<file path="config.mk">
export PLATFORM = sky130hd
export DESIGN_NAME = id_stage_pipe_flat
export DESIGN_NICKNAME = d
export VERILOG_FILES = /design/src/rtl/id_stage_pipe_if.sv /design/src/rtl/id_stage_pipe.sv /design/src/flat_wrapper.sv
export SDC_FILE = /design/constraint.sdc
export NUM_CORES = 2
export LEC_CHECK = 0
export CAP_MARGIN = 20
export CORE_MARGIN = 1.5
export CORE_UTILIZATION = 30
export DETAILED_ROUTE_END_ITERATION = 10
export DONT_BUFFER_PORTS = 1
export HOLD_SLACK_MARGIN = 0.08
export PLACE_DENSITY = 0.54
export RECOVER_POWER = 100
export SLEW_MARGIN = 20
export SYNTH_ARGS = -nofsm -noshare
export SYNTH_HDL_FRONTEND = slang
export SYNTH_SLANG_ARGS = --single-unit
</file>
<file path="constraint.sdc">
create_clock -name clk -period 5.07 [get_ports clk]
set_input_delay 0 -clock clk [delete_from_list [all_inputs] [get_ports clk]]
set_output_delay 0 -clock clk [all_outputs]
set_load 0.1 [all_outputs]
</file>
<file path="src/rtl/id_stage_pipe_if.sv">
// id_stage_pipe_if: IF/ID, WB and EX-side signals of the decode stage bundled as one port.
interface id_stage_pipe_if #(parameter int DATA_W = 32, parameter int ADDR_W = 32);
  logic              ID_flush;
  logic              ID_stall_in;
  logic              IF_ID_valid;
  logic [31:0]       IF_ID_instruction;
  logic [ADDR_W-1:0] IF_ID_pc;
  logic              WB_ID_register_write;
  logic [4:0]        WB_ID_write_register;
  logic [DATA_W-1:0] WB_ID_write_data;
  logic [4:0]        EX_ID_rt;
  logic              EX_ID_memory_read;
  logic              pc_enable;
  logic              IF_enable;
  logic              ID_IF_jump;
  logic [ADDR_W-1:0] ID_IF_jump_target;
  logic              ID_IF_branch;
  logic              ID_EX_valid;
  logic [DATA_W-1:0] ID_EX_output_data_1;
  logic [DATA_W-1:0] ID_EX_output_data_2;
  logic [4:0]        ID_EX_rs;
  logic [4:0]        ID_EX_rt;
  logic [4:0]        ID_EX_rd;
  logic [DATA_W-1:0] ID_EX_immediate_extended;
  logic [ADDR_W-1:0] ID_EX_pc;
  logic              ID_EX_alusrc;
  logic [1:0]        ID_EX_alu_operation;
  logic              ID_EX_memory_read;
  logic              ID_EX_memory_write;
  logic              ID_EX_branch;
  logic              ID_EX_branch_ne;
  logic              ID_EX_memory_to_register;
  logic              ID_EX_register_write;
  logic              ID_EX_illegal;
  modport master (
    output ID_flush, ID_stall_in, IF_ID_valid, IF_ID_instruction, IF_ID_pc,
           WB_ID_register_write, WB_ID_write_register, WB_ID_write_data, EX_ID_rt, EX_ID_memory_read,
    input  pc_enable, IF_enable, ID_IF_jump, ID_IF_jump_target, ID_IF_branch,
           ID_EX_valid, ID_EX_output_data_1, ID_EX_output_data_2, ID_EX_rs, ID_EX_rt, ID_EX_rd,
           ID_EX_immediate_extended, ID_EX_pc, ID_EX_alusrc, ID_EX_alu_operation, ID_EX_memory_read,
           ID_EX_memory_write, ID_EX_branch, ID_EX_branch_ne, ID_EX_memory_to_register,
           ID_EX_register_write, ID_EX_illegal
  );
  modport slave (
    input  ID_flush, ID_stall_in, IF_ID_valid, IF_ID_instruction, IF_ID_pc,
           WB_ID_register_write, WB_ID_write_register, WB_ID_write_data, EX_ID_rt, EX_ID_memory_read,
    output pc_enable, IF_enable, ID_IF_jump, ID_IF_jump_target, ID_IF_branch,
           ID_EX_valid, ID_EX_output_data_1, ID_EX_output_data_2, ID_EX_rs, ID_EX_rt, ID_EX_rd,
           ID_EX_immediate_extended, ID_EX_pc, ID_EX_alusrc, ID_EX_alu_operation, ID_EX_memory_read,
           ID_EX_memory_write, ID_EX_branch, ID_EX_branch_ne, ID_EX_memory_to_register,
           ID_EX_register_write, ID_EX_illegal
  );
endinterface

</file>
<file path="src/rtl/id_stage_pipe.sv">
// id_stage_pipe: MIPS-subset decode with register file, load-use hazard unit and ID/EX register.
module id_stage_pipe #(
  parameter int DATA_W       = 32,
  parameter int ADDR_W       = 32,
  parameter bit BYPASS_EN    = 1,
  parameter bit R0_HARDWIRED = 1
) (
  input logic          clk,
  input logic          ID_rst_n,
  id_stage_pipe_if.slave id
);
  typedef struct packed {
    logic       alusrc;
    logic [1:0] alu_op;
    logic       mem_read;
    logic       mem_write;
    logic       branch;
    logic       branch_ne;
    logic       mem_to_reg;
    logic       reg_write;
    logic       illegal;
  } ctrl_t;
  logic [31:0] instr;
  logic [5:0] op;
  logic [4:0] rs, rt, wa;
  logic is_r, is_lw, is_sw, is_addi, is_beq, is_bne, is_j;
  logic uses_rs, uses_rt, load_use, wr_ok;
  logic [DATA_W-1:0] rf [32];
  logic [DATA_W-1:0] rd1, rd2;
  ctrl_t ctrl_d, ctrl_q;
  assign instr   = id.IF_ID_instruction;
  assign op      = instr[31:26];
  assign rs      = instr[25:21];
  assign rt      = instr[20:16];
  assign wa      = id.WB_ID_write_register;
  assign is_r    = op == 6'b000000;
  assign is_lw   = op == 6'b100011;
  assign is_sw   = op == 6'b101011;
  assign is_addi = op == 6'b001000;
  assign is_beq  = op == 6'b000100;
  assign is_bne  = op == 6'b000101;
  assign is_j    = op == 6'b000010;
  assign uses_rs = is_r | is_lw | is_sw | is_addi | is_beq | is_bne;
  assign uses_rt = is_r | is_sw | is_beq | is_bne;
  assign load_use = id.IF_ID_valid & id.EX_ID_memory_read & (id.EX_ID_rt != 5'd0) &
                    ((uses_rs & (id.EX_ID_rt == rs)) | (uses_rt & (id.EX_ID_rt == rt)));
  assign wr_ok = id.WB_ID_register_write & ~(R0_HARDWIRED & (wa == 5'd0));
  // wr_ok already excludes r0 when hardwired, so the bypass never leaks a value into r0
  assign rd1 = (R0_HARDWIRED && rs == 5'd0) ? '0 : (BYPASS_EN && wr_ok && wa == rs) ? id.WB_ID_write_data : rf[rs];
  assign rd2 = (R0_HARDWIRED && rt == 5'd0) ? '0 : (BYPASS_EN && wr_ok && wa == rt) ? id.WB_ID_write_data : rf[rt];
  assign ctrl_d = id.IF_ID_valid ? ctrl_t'{
    alusrc:     is_lw | is_sw | is_addi,
    alu_op:     is_r ? 2'b10 : (is_beq | is_bne) ? 2'b01 : 2'b00,
    mem_read:   is_lw,
    mem_write:  is_sw,
    branch:     is_beq | is_bne,
    branch_ne:  is_bne,
    mem_to_reg: is_lw,
    reg_write:  is_r | is_lw | is_addi,
    illegal:    ~(uses_rs | is_j)
  } : ctrl_t'('0);
  assign id.pc_enable         = ~(load_use | id.ID_stall_in);
  assign id.IF_enable         = ~(load_use | id.ID_stall_in);
  assign id.ID_IF_jump        = id.IF_ID_valid & is_j & ~id.ID_flush & ~load_use;
  assign id.ID_IF_jump_target = {id.IF_ID_pc[ADDR_W-1:28], instr[25:0], 2'b00};
  assign id.ID_IF_branch      = id.IF_ID_valid & (is_beq | is_bne);
  always_ff @(posedge clk)
    if (!ID_rst_n) for (int i = 0; i < 32; i++) rf[i] <= '0;
    else if (wr_ok) rf[wa] <= id.WB_ID_write_data;
  always_ff @(posedge clk)
    if (!ID_rst_n || id.ID_flush) begin
      id.ID_EX_valid              <= 1'b0;
      ctrl_q                      <= '0;
      id.ID_EX_output_data_1      <= '0;
      id.ID_EX_output_data_2      <= '0;
      id.ID_EX_rs                 <= '0;
      id.ID_EX_rt                 <= '0;
      id.ID_EX_rd                 <= '0;
      id.ID_EX_immediate_extended <= '0;
      id.ID_EX_pc                 <= '0;
    end else if (!id.ID_stall_in) begin
      id.ID_EX_valid <= id.IF_ID_valid & ~load_use;
      ctrl_q         <= load_use ? '0 : ctrl_d;
      if (!load_use) begin
        id.ID_EX_output_data_1      <= rd1;
        id.ID_EX_output_data_2      <= rd2;
        id.ID_EX_rs                 <= rs;
        id.ID_EX_rt                 <= rt;
        id.ID_EX_rd                 <= instr[15:11];
        id.ID_EX_immediate_extended <= DATA_W'($signed(instr[15:0]));
        id.ID_EX_pc                 <= id.IF_ID_pc;
      end
    end
  assign {id.ID_EX_alusrc, id.ID_EX_alu_operation, id.ID_EX_memory_read, id.ID_EX_memory_write,
          id.ID_EX_branch, id.ID_EX_branch_ne, id.ID_EX_memory_to_register,
          id.ID_EX_register_write, id.ID_EX_illegal} = ctrl_q;
endmodule
</file>
<file path="src/flat_wrapper.sv">
// flat-port wrapper written by rule: the top's interface ports become plain ports
module id_stage_pipe_flat 
#(
  parameter int DATA_W       = 32,
  parameter int ADDR_W       = 32,
  parameter bit BYPASS_EN    = 1,
  parameter bit R0_HARDWIRED = 1
)
  (clk, ID_rst_n, id_ID_flush, id_ID_stall_in, id_IF_ID_valid, id_IF_ID_instruction, id_IF_ID_pc, id_WB_ID_register_write, id_WB_ID_write_register, id_WB_ID_write_data, id_EX_ID_rt, id_EX_ID_memory_read, id_pc_enable, id_IF_enable, id_ID_IF_jump, id_ID_IF_jump_target, id_ID_IF_branch, id_ID_EX_valid, id_ID_EX_output_data_1, id_ID_EX_output_data_2, id_ID_EX_rs, id_ID_EX_rt, id_ID_EX_rd, id_ID_EX_immediate_extended, id_ID_EX_pc, id_ID_EX_alusrc, id_ID_EX_alu_operation, id_ID_EX_memory_read, id_ID_EX_memory_write, id_ID_EX_branch, id_ID_EX_branch_ne, id_ID_EX_memory_to_register, id_ID_EX_register_write, id_ID_EX_illegal);
  id_stage_pipe_if #(.DATA_W(DATA_W), .ADDR_W(ADDR_W)) id_i ();
  input logic clk;
  input logic ID_rst_n;
  input wire logic [$bits(id_i.ID_flush)-1:0] id_ID_flush;
  input wire logic [$bits(id_i.ID_stall_in)-1:0] id_ID_stall_in;
  input wire logic [$bits(id_i.IF_ID_valid)-1:0] id_IF_ID_valid;
  input wire logic [$bits(id_i.IF_ID_instruction)-1:0] id_IF_ID_instruction;
  input wire logic [$bits(id_i.IF_ID_pc)-1:0] id_IF_ID_pc;
  input wire logic [$bits(id_i.WB_ID_register_write)-1:0] id_WB_ID_register_write;
  input wire logic [$bits(id_i.WB_ID_write_register)-1:0] id_WB_ID_write_register;
  input wire logic [$bits(id_i.WB_ID_write_data)-1:0] id_WB_ID_write_data;
  input wire logic [$bits(id_i.EX_ID_rt)-1:0] id_EX_ID_rt;
  input wire logic [$bits(id_i.EX_ID_memory_read)-1:0] id_EX_ID_memory_read;
  output wire logic [$bits(id_i.pc_enable)-1:0] id_pc_enable;
  output wire logic [$bits(id_i.IF_enable)-1:0] id_IF_enable;
  output wire logic [$bits(id_i.ID_IF_jump)-1:0] id_ID_IF_jump;
  output wire logic [$bits(id_i.ID_IF_jump_target)-1:0] id_ID_IF_jump_target;
  output wire logic [$bits(id_i.ID_IF_branch)-1:0] id_ID_IF_branch;
  output wire logic [$bits(id_i.ID_EX_valid)-1:0] id_ID_EX_valid;
  output wire logic [$bits(id_i.ID_EX_output_data_1)-1:0] id_ID_EX_output_data_1;
  output wire logic [$bits(id_i.ID_EX_output_data_2)-1:0] id_ID_EX_output_data_2;
  output wire logic [$bits(id_i.ID_EX_rs)-1:0] id_ID_EX_rs;
  output wire logic [$bits(id_i.ID_EX_rt)-1:0] id_ID_EX_rt;
  output wire logic [$bits(id_i.ID_EX_rd)-1:0] id_ID_EX_rd;
  output wire logic [$bits(id_i.ID_EX_immediate_extended)-1:0] id_ID_EX_immediate_extended;
  output wire logic [$bits(id_i.ID_EX_pc)-1:0] id_ID_EX_pc;
  output wire logic [$bits(id_i.ID_EX_alusrc)-1:0] id_ID_EX_alusrc;
  output wire logic [$bits(id_i.ID_EX_alu_operation)-1:0] id_ID_EX_alu_operation;
  output wire logic [$bits(id_i.ID_EX_memory_read)-1:0] id_ID_EX_memory_read;
  output wire logic [$bits(id_i.ID_EX_memory_write)-1:0] id_ID_EX_memory_write;
  output wire logic [$bits(id_i.ID_EX_branch)-1:0] id_ID_EX_branch;
  output wire logic [$bits(id_i.ID_EX_branch_ne)-1:0] id_ID_EX_branch_ne;
  output wire logic [$bits(id_i.ID_EX_memory_to_register)-1:0] id_ID_EX_memory_to_register;
  output wire logic [$bits(id_i.ID_EX_register_write)-1:0] id_ID_EX_register_write;
  output wire logic [$bits(id_i.ID_EX_illegal)-1:0] id_ID_EX_illegal;
  assign id_i.ID_flush = id_ID_flush;
  assign id_i.ID_stall_in = id_ID_stall_in;
  assign id_i.IF_ID_valid = id_IF_ID_valid;
  assign id_i.IF_ID_instruction = id_IF_ID_instruction;
  assign id_i.IF_ID_pc = id_IF_ID_pc;
  assign id_i.WB_ID_register_write = id_WB_ID_register_write;
  assign id_i.WB_ID_write_register = id_WB_ID_write_register;
  assign id_i.WB_ID_write_data = id_WB_ID_write_data;
  assign id_i.EX_ID_rt = id_EX_ID_rt;
  assign id_i.EX_ID_memory_read = id_EX_ID_memory_read;
  assign id_pc_enable = id_i.pc_enable;
  assign id_IF_enable = id_i.IF_enable;
  assign id_ID_IF_jump = id_i.ID_IF_jump;
  assign id_ID_IF_jump_target = id_i.ID_IF_jump_target;
  assign id_ID_IF_branch = id_i.ID_IF_branch;
  assign id_ID_EX_valid = id_i.ID_EX_valid;
  assign id_ID_EX_output_data_1 = id_i.ID_EX_output_data_1;
  assign id_ID_EX_output_data_2 = id_i.ID_EX_output_data_2;
  assign id_ID_EX_rs = id_i.ID_EX_rs;
  assign id_ID_EX_rt = id_i.ID_EX_rt;
  assign id_ID_EX_rd = id_i.ID_EX_rd;
  assign id_ID_EX_immediate_extended = id_i.ID_EX_immediate_extended;
  assign id_ID_EX_pc = id_i.ID_EX_pc;
  assign id_ID_EX_alusrc = id_i.ID_EX_alusrc;
  assign id_ID_EX_alu_operation = id_i.ID_EX_alu_operation;
  assign id_ID_EX_memory_read = id_i.ID_EX_memory_read;
  assign id_ID_EX_memory_write = id_i.ID_EX_memory_write;
  assign id_ID_EX_branch = id_i.ID_EX_branch;
  assign id_ID_EX_branch_ne = id_i.ID_EX_branch_ne;
  assign id_ID_EX_memory_to_register = id_i.ID_EX_memory_to_register;
  assign id_ID_EX_register_write = id_i.ID_EX_register_write;
  assign id_ID_EX_illegal = id_i.ID_EX_illegal;
  id_stage_pipe #(.DATA_W(DATA_W), .ADDR_W(ADDR_W), .BYPASS_EN(BYPASS_EN), .R0_HARDWIRED(R0_HARDWIRED)) u_core (.clk(clk), .ID_rst_n(ID_rst_n), .id(id_i));
endmodule
</file>
==> impl_metrics.csv <==
group,metric,value,unit
power_and_ir_drop,clock_power_share,39.5,%
worst_setup_path,crit_fanout,64,
worst_setup_path,crit_path_end,"u_core.id.ID_EX_output_data_1[13]$_SDFFE_PP0P_",
routing,firstDrtPassIters,6,
floorplan,dieArea,0.205,mm2
final_layout,layout.nets,4879,
sta,relSlewSlack,-158,%
power_and_ir_drop,seqPwrFrac,48.6,%
worst_setup_path,critical_path_depth,11,
sta,timing.fmax,213,MHz
worst_setup_path,endpoint_kind,"register",
worst_setup_path,r2r_start,"u_core.rf[15][15]$_SDFFCE_PN0P_",
cts,clockBufferDepth,3,
sta,layout_setup_ws,0.383,ns
worst_setup_path,cp_num_buf_inv,5,
yosys,synthesis.area,0.0606,mm2
cts,cts_setup_buffers,0,
worst_setup_path,critPathSlowestCell,"o31ai_1",
power_and_ir_drop,comb_power_share,11.9,%
grt,grt_max_degree,448,
routing,finalWirelength,232,mm
floorplan,io_pins,303,
routing,drtIter0Drc,4815,
cts,cts_tree,"done",
yosys,ys.warnings.count,0,
placement,pre_cts_ws,1.75,ns
final_layout,drive_gt1_share,13.8,%
worst_setup_path,startpoint_type,"primary input",
worst_setup_path,worstPathArrival,5.37,ns
flow_run,maxCapViolCount,71,
grt,grt_pass1_vias,41500,
final_layout,final_area,0.0702,mm2
grt,track_usage,22.0,%
grt,grt.overflow.total,0,
floorplan,core,0.200,mm2
cts,h-tree-depth,4,
floorplan,rows,164,
routing,via_count,42200,
worst_setup_path,rrSetupSlack,1.51,ns
yosys,synth_seq_cells,1156,
sta,hold_violations,0,
sta,fin_skew,0.0271,ns
yosys,synth_ff_type,"edfxtp_1",
worst_setup_path,max_stage_delay,0.88,ns
placement,globalplace.congestion,0.884,
outcome,run_status,"finished, violations left",
worst_setup_path,r2r_end,"u_core.id.ID_EX_output_data_2[15]$_SDFFE_PP0P_",
grt,grt_pass1_wl,322,mm
floorplan,initial_core_util,30.3,%
sta,fin_hold_ws,0.135,ns
power_and_ir_drop,power.leakage,24.0,nW
routing,postRouteAntennaNets,0,
cts,root_buffer,"clkbuf_16",
cts,cts_resized,0,
worst_setup_path,cp.required,5.75,ns
sta,min_period,4.69,ns
yosys,syn_inst,4717,
yosys,avgSynthCellArea,12.9,um2
sta,finalSetupViolCount,0,
routing,vias_per_cell,5.61,
worst_setup_path,cpLargestDelayFamily,"buffers and inverters",
routing,drc_errors,0,
floorplan,die_h,453,um
power_and_ir_drop,p_int,0.0172,W
power_and_ir_drop,p_per_area,339,mW/mm2
sta,drv_slew,1586,
routing,wl_per_cell,30.9,um
cts,holdBufCountCts,297,
min_path,min_path_type,"in2reg",
yosys,ys_seq_area_share,55.1,%
worst_setup_path,ff2ff_path_depth,7,
final_layout,fillers,19300,
final_layout,area_growth,15.8,%
sta,fin_crit_sh,92.5,%
worst_setup_path,cp_common_cell,"dlygate4sd3_1",
sta,rsz0062_at_grt,"false",
worst_setup_path,critPathKind,"in2reg",
worst_setup_path,startpoint,"id_WB_ID_write_register[3]",
yosys,ys_types,61,
cts,insertion_delay,0.81,ns
yosys,synthArstFlopShare,0,%
placement,dp_hpwl,131,mm
power_and_ir_drop,switching_power,0.00658,W
cts,cts.sinks,1156,
outcome,failed_checks,"capacitance limit, slew limit",
cts,cts_buffers,131,
power_and_ir_drop,p_sw_share,27.6,%
floorplan,die_width,453,um
placement,io_buffers,0,
cts,cts.reportedPaths.clkPinSlew,0.06,ns
sta,fin_tns_setup,0,ns
placement,place_area,0.0631,mm2
grt,antenna_found_initial,20,
sta,worst_slew_pin_slew,3.83,ns
power_and_ir_drop,irDropWorstVdd,0.000338,V
yosys,synth_edf_count,1024,
worst_setup_path,worstPathCellList,"dlygate4sd3_1 > or3_1 > o31ai_1 > nor4_4 > buf_2 > a41oi_1 > dlygate4sd3_1 > nand4_1 > dlygate4sd3_1 > a32o_1 > dlygate4sd3_1",
[synth_stat cells (3+ instances only)]
| cell | number | area (um2) |
|---|---|---|
| or4_1 | 4 | 30.0 |
| edfxtp_1 | 1024 | 30700 |
| a22o_1 | 31 | 272 |
| mux4_2 | 200 | 4500 |
| nor3_1 | 97 | 485 |
| nand2_1 | 82 | 308 |
| inv_1 | 6 | 22.5 |
| o21ai_0 | 71 | 355 |
| buf_6 | 12 | 135 |
| a32o_1 | 32 | 320 |
| o22ai_1 | 126 | 788 |
| nor2_1 | 103 | 387 |
| nand4_1 | 32 | 200 |
| a22oi_1 | 93 | 698 |
| buf_1 | 7 | 26.3 |
| or3_1 | 6 | 37.5 |
| nor3b_1 | 3 | 22.5 |
| a221o_1 | 32 | 320 |
| dfxtp_1 | 132 | 2640 |
| mux2i_1 | 440 | 4400 |
| buf_4 | 73 | 548 |
| a21oi_2 | 3 | 26.3 |
| xnor2_1 | 6 | 52.6 |
| buf_2 | 92 | 460 |
| mux2_1 | 56 | 631 |
| a21oi_1 | 74 | 370 |
| o31ai_1 | 33 | 248 |
| nand3_1 | 67 | 335 |
| clkbuf_1 | 355 | 1330 |
| and2_1 | 993 | 6210 |
| mux2_2 | 134 | 1510 |
| a211oi_1 | 93 | 698 |
| nand3b_1 | 4 | 30.0 |
| nand2b_1 | 37 | 231 |
| nor2b_1 | 68 | 425 |
| o21ai_1 | 22 | 110 |
| a41oi_1 | 29 | 254 |
| xor2_1 | 14 | 123 |
[state kept, by name, summed over array words and instances (netlist names), 2 cells and up]
register / cells
u_core.id.ID_EX_pc: 32
u_core.id.ID_EX_output_data_2: 32
u_core.id.ID_EX_rs: 5
u_core.id.ID_EX_output_data_1: 32
u_core.id.ID_EX_alu_operation: 2
u_core.id.ID_EX_immediate_extended: 16
u_core.id.ID_EX_rt: 5
u_core.rf: 1024
[cell families (layout without fill, tap and decap cells)]
logic type / count (synthesis) / in the layout / synth area share (%)
AOI/OAI and AO/OA: 652 / 652 / 7.61
and+or+nand+nor: 1513 / 1513 / 14.6
DFF: 1156 / 1156 / 55.1
xor gates and xnor gates: 20 / 20 / 0.289
buffers and inverters: 545 / 664 / 4.17
muxes: 830 / 830 / 18.2
other: 1 / 38 / 0.00619
[through the flow]
| stage | cells | power (W) | utilization [%] |
|---|---|---|---|
| after floorplan | 4750 | 0.0134 | - |
| after global placement | 6980 | 0.0138 | 31.5 |
| after detailed placement | 6981 | 0.0139 | 31.5 |
| after CTS | 7514 | 0.0237 | 35.3 |
| after global routing | 7527 | 0.0244 | 35.1 |
| final | 7529 | 0.0238 | 35.1 |
[area by class of cell]
type | instances | area, um2 | area share (%)
Antenna cell | 4 | 10.0 | 0.0143
Clock buffer | 171 | 3600 | 5.12
Clock inverter | 65 | 515 | 0.734
Inverter | 6 | 22.5 | 0.0321
Multi-Input combinational cell | 3049 | 25100 | 35.8
Sequential cell | 1156 | 33400 | 47.6
Tap cell | 2656 | 3320 | 4.73
Timing Repair Buffer | 422 | 4200 | 5.99
[worst register-to-register path: stages, from the launching register on]
cell	delay, ns
edfxtp_1	0.39
mux4_2	0.51
a22oi_1	0.60
o31ai_1	0.21
nor3_1	0.70
nor3_1	0.12
a221o_1	0.34
dlygate4sd3_1	0.56
[per-layer routing]
metal | track usage [%] | wire, um
met1 | 27.9 | 90600
met2 | 35.7 | 108000
met3 | 4.79 | 21100
met4 | 10.4 | 12300
met5 | 0 | 37
[power groups by stage]
stage | Sequential (W) | Combinational, W | Clock, W
detailed placement | 0.0117 | 0.00213 | 0
finish | 0.0116 | 0.00284 | 0.00940
floorplan | 0.0117 | 0.00173 | 0
global placement | 0.0117 | 0.00212 | 0
global route | 0.0116 | 0.00291 | 0.00984
CTS | 0.0115 | 0.00269 | 0.00950
[cells in the final DEF (no fill, tap or decap), types with 22 or more instances in the layout]
| cell | Yosys | final |
|---|---|---|
| a32o_1 | 32 | 32 |
| clkbuf_2 | 0 | 22 |
| a211oi_1 | 93 | 93 |
| and2_1 | 993 | 554 |
| dfxtp_1 | 132 | 132 |
| a22o_1 | 31 | 31 |
| clkinv_1 | 0 | 32 |
| a221o_1 | 32 | 32 |
| nand2_1 | 82 | 81 |
| a21oi_1 | 74 | 74 |
| a41oi_1 | 29 | 29 |
| edfxtp_1 | 1024 | 1024 |
| o21ai_0 | 71 | 60 |
| dlygate4sd3_1 | 0 | 260 |
| nor2_1 | 103 | 85 |
| o22ai_1 | 126 | 126 |
| nand4_1 | 32 | 32 |
| conb_1 | 1 | 34 |
| mux2_2 | 134 | 134 |
| and2_0 | 0 | 438 |
| mux2i_1 | 440 | 440 |
| buf_4 | 73 | 35 |
| nor2b_1 | 68 | 64 |
| o31ai_1 | 33 | 34 |
| a22oi_1 | 93 | 93 |
| nand3_1 | 67 | 67 |
| clkbuf_1 | 355 | 86 |
| mux2_1 | 56 | 56 |
| nand2b_1 | 37 | 33 |
| clkbuf_16 | 0 | 137 |
| mux4_2 | 200 | 200 |
| nor3_1 | 97 | 98 |
| buf_12 | 0 | 35 |
[worst min-delay path by stage]
stage / slack, ns / cells past startpoint / end / from
after detailed placement: 0.0007 / 0 / id_ID_IF_jump_target[14] / id_IF_ID_instruction[12]
after global routing: 0.09 / 4 / u_core.id.ID_EX_output_data_1[11]$_SDFFE_PP0P_ / id_IF_ID_instruction[21]
after floorplan: 0.14 / 1 / u_core.id.ID_EX_output_data_2[21]$_SDFFE_PP0P_ / id_WB_ID_write_data[21]
after CTS: 0.08 / 6 / u_core.id.ID_EX_output_data_1[27]$_SDFFE_PP0P_ / id_WB_ID_write_register[2]
after global placement: 0.0007 / 0 / id_ID_IF_jump_target[11] / id_IF_ID_instruction[9]
final: 0.14 / 5 / u_core.id.ID_EX_output_data_1[30]$_SDFFE_PP0P_ / id_IF_ID_instruction[21]
Note: power is estimated with default switching activity, not from simulation.
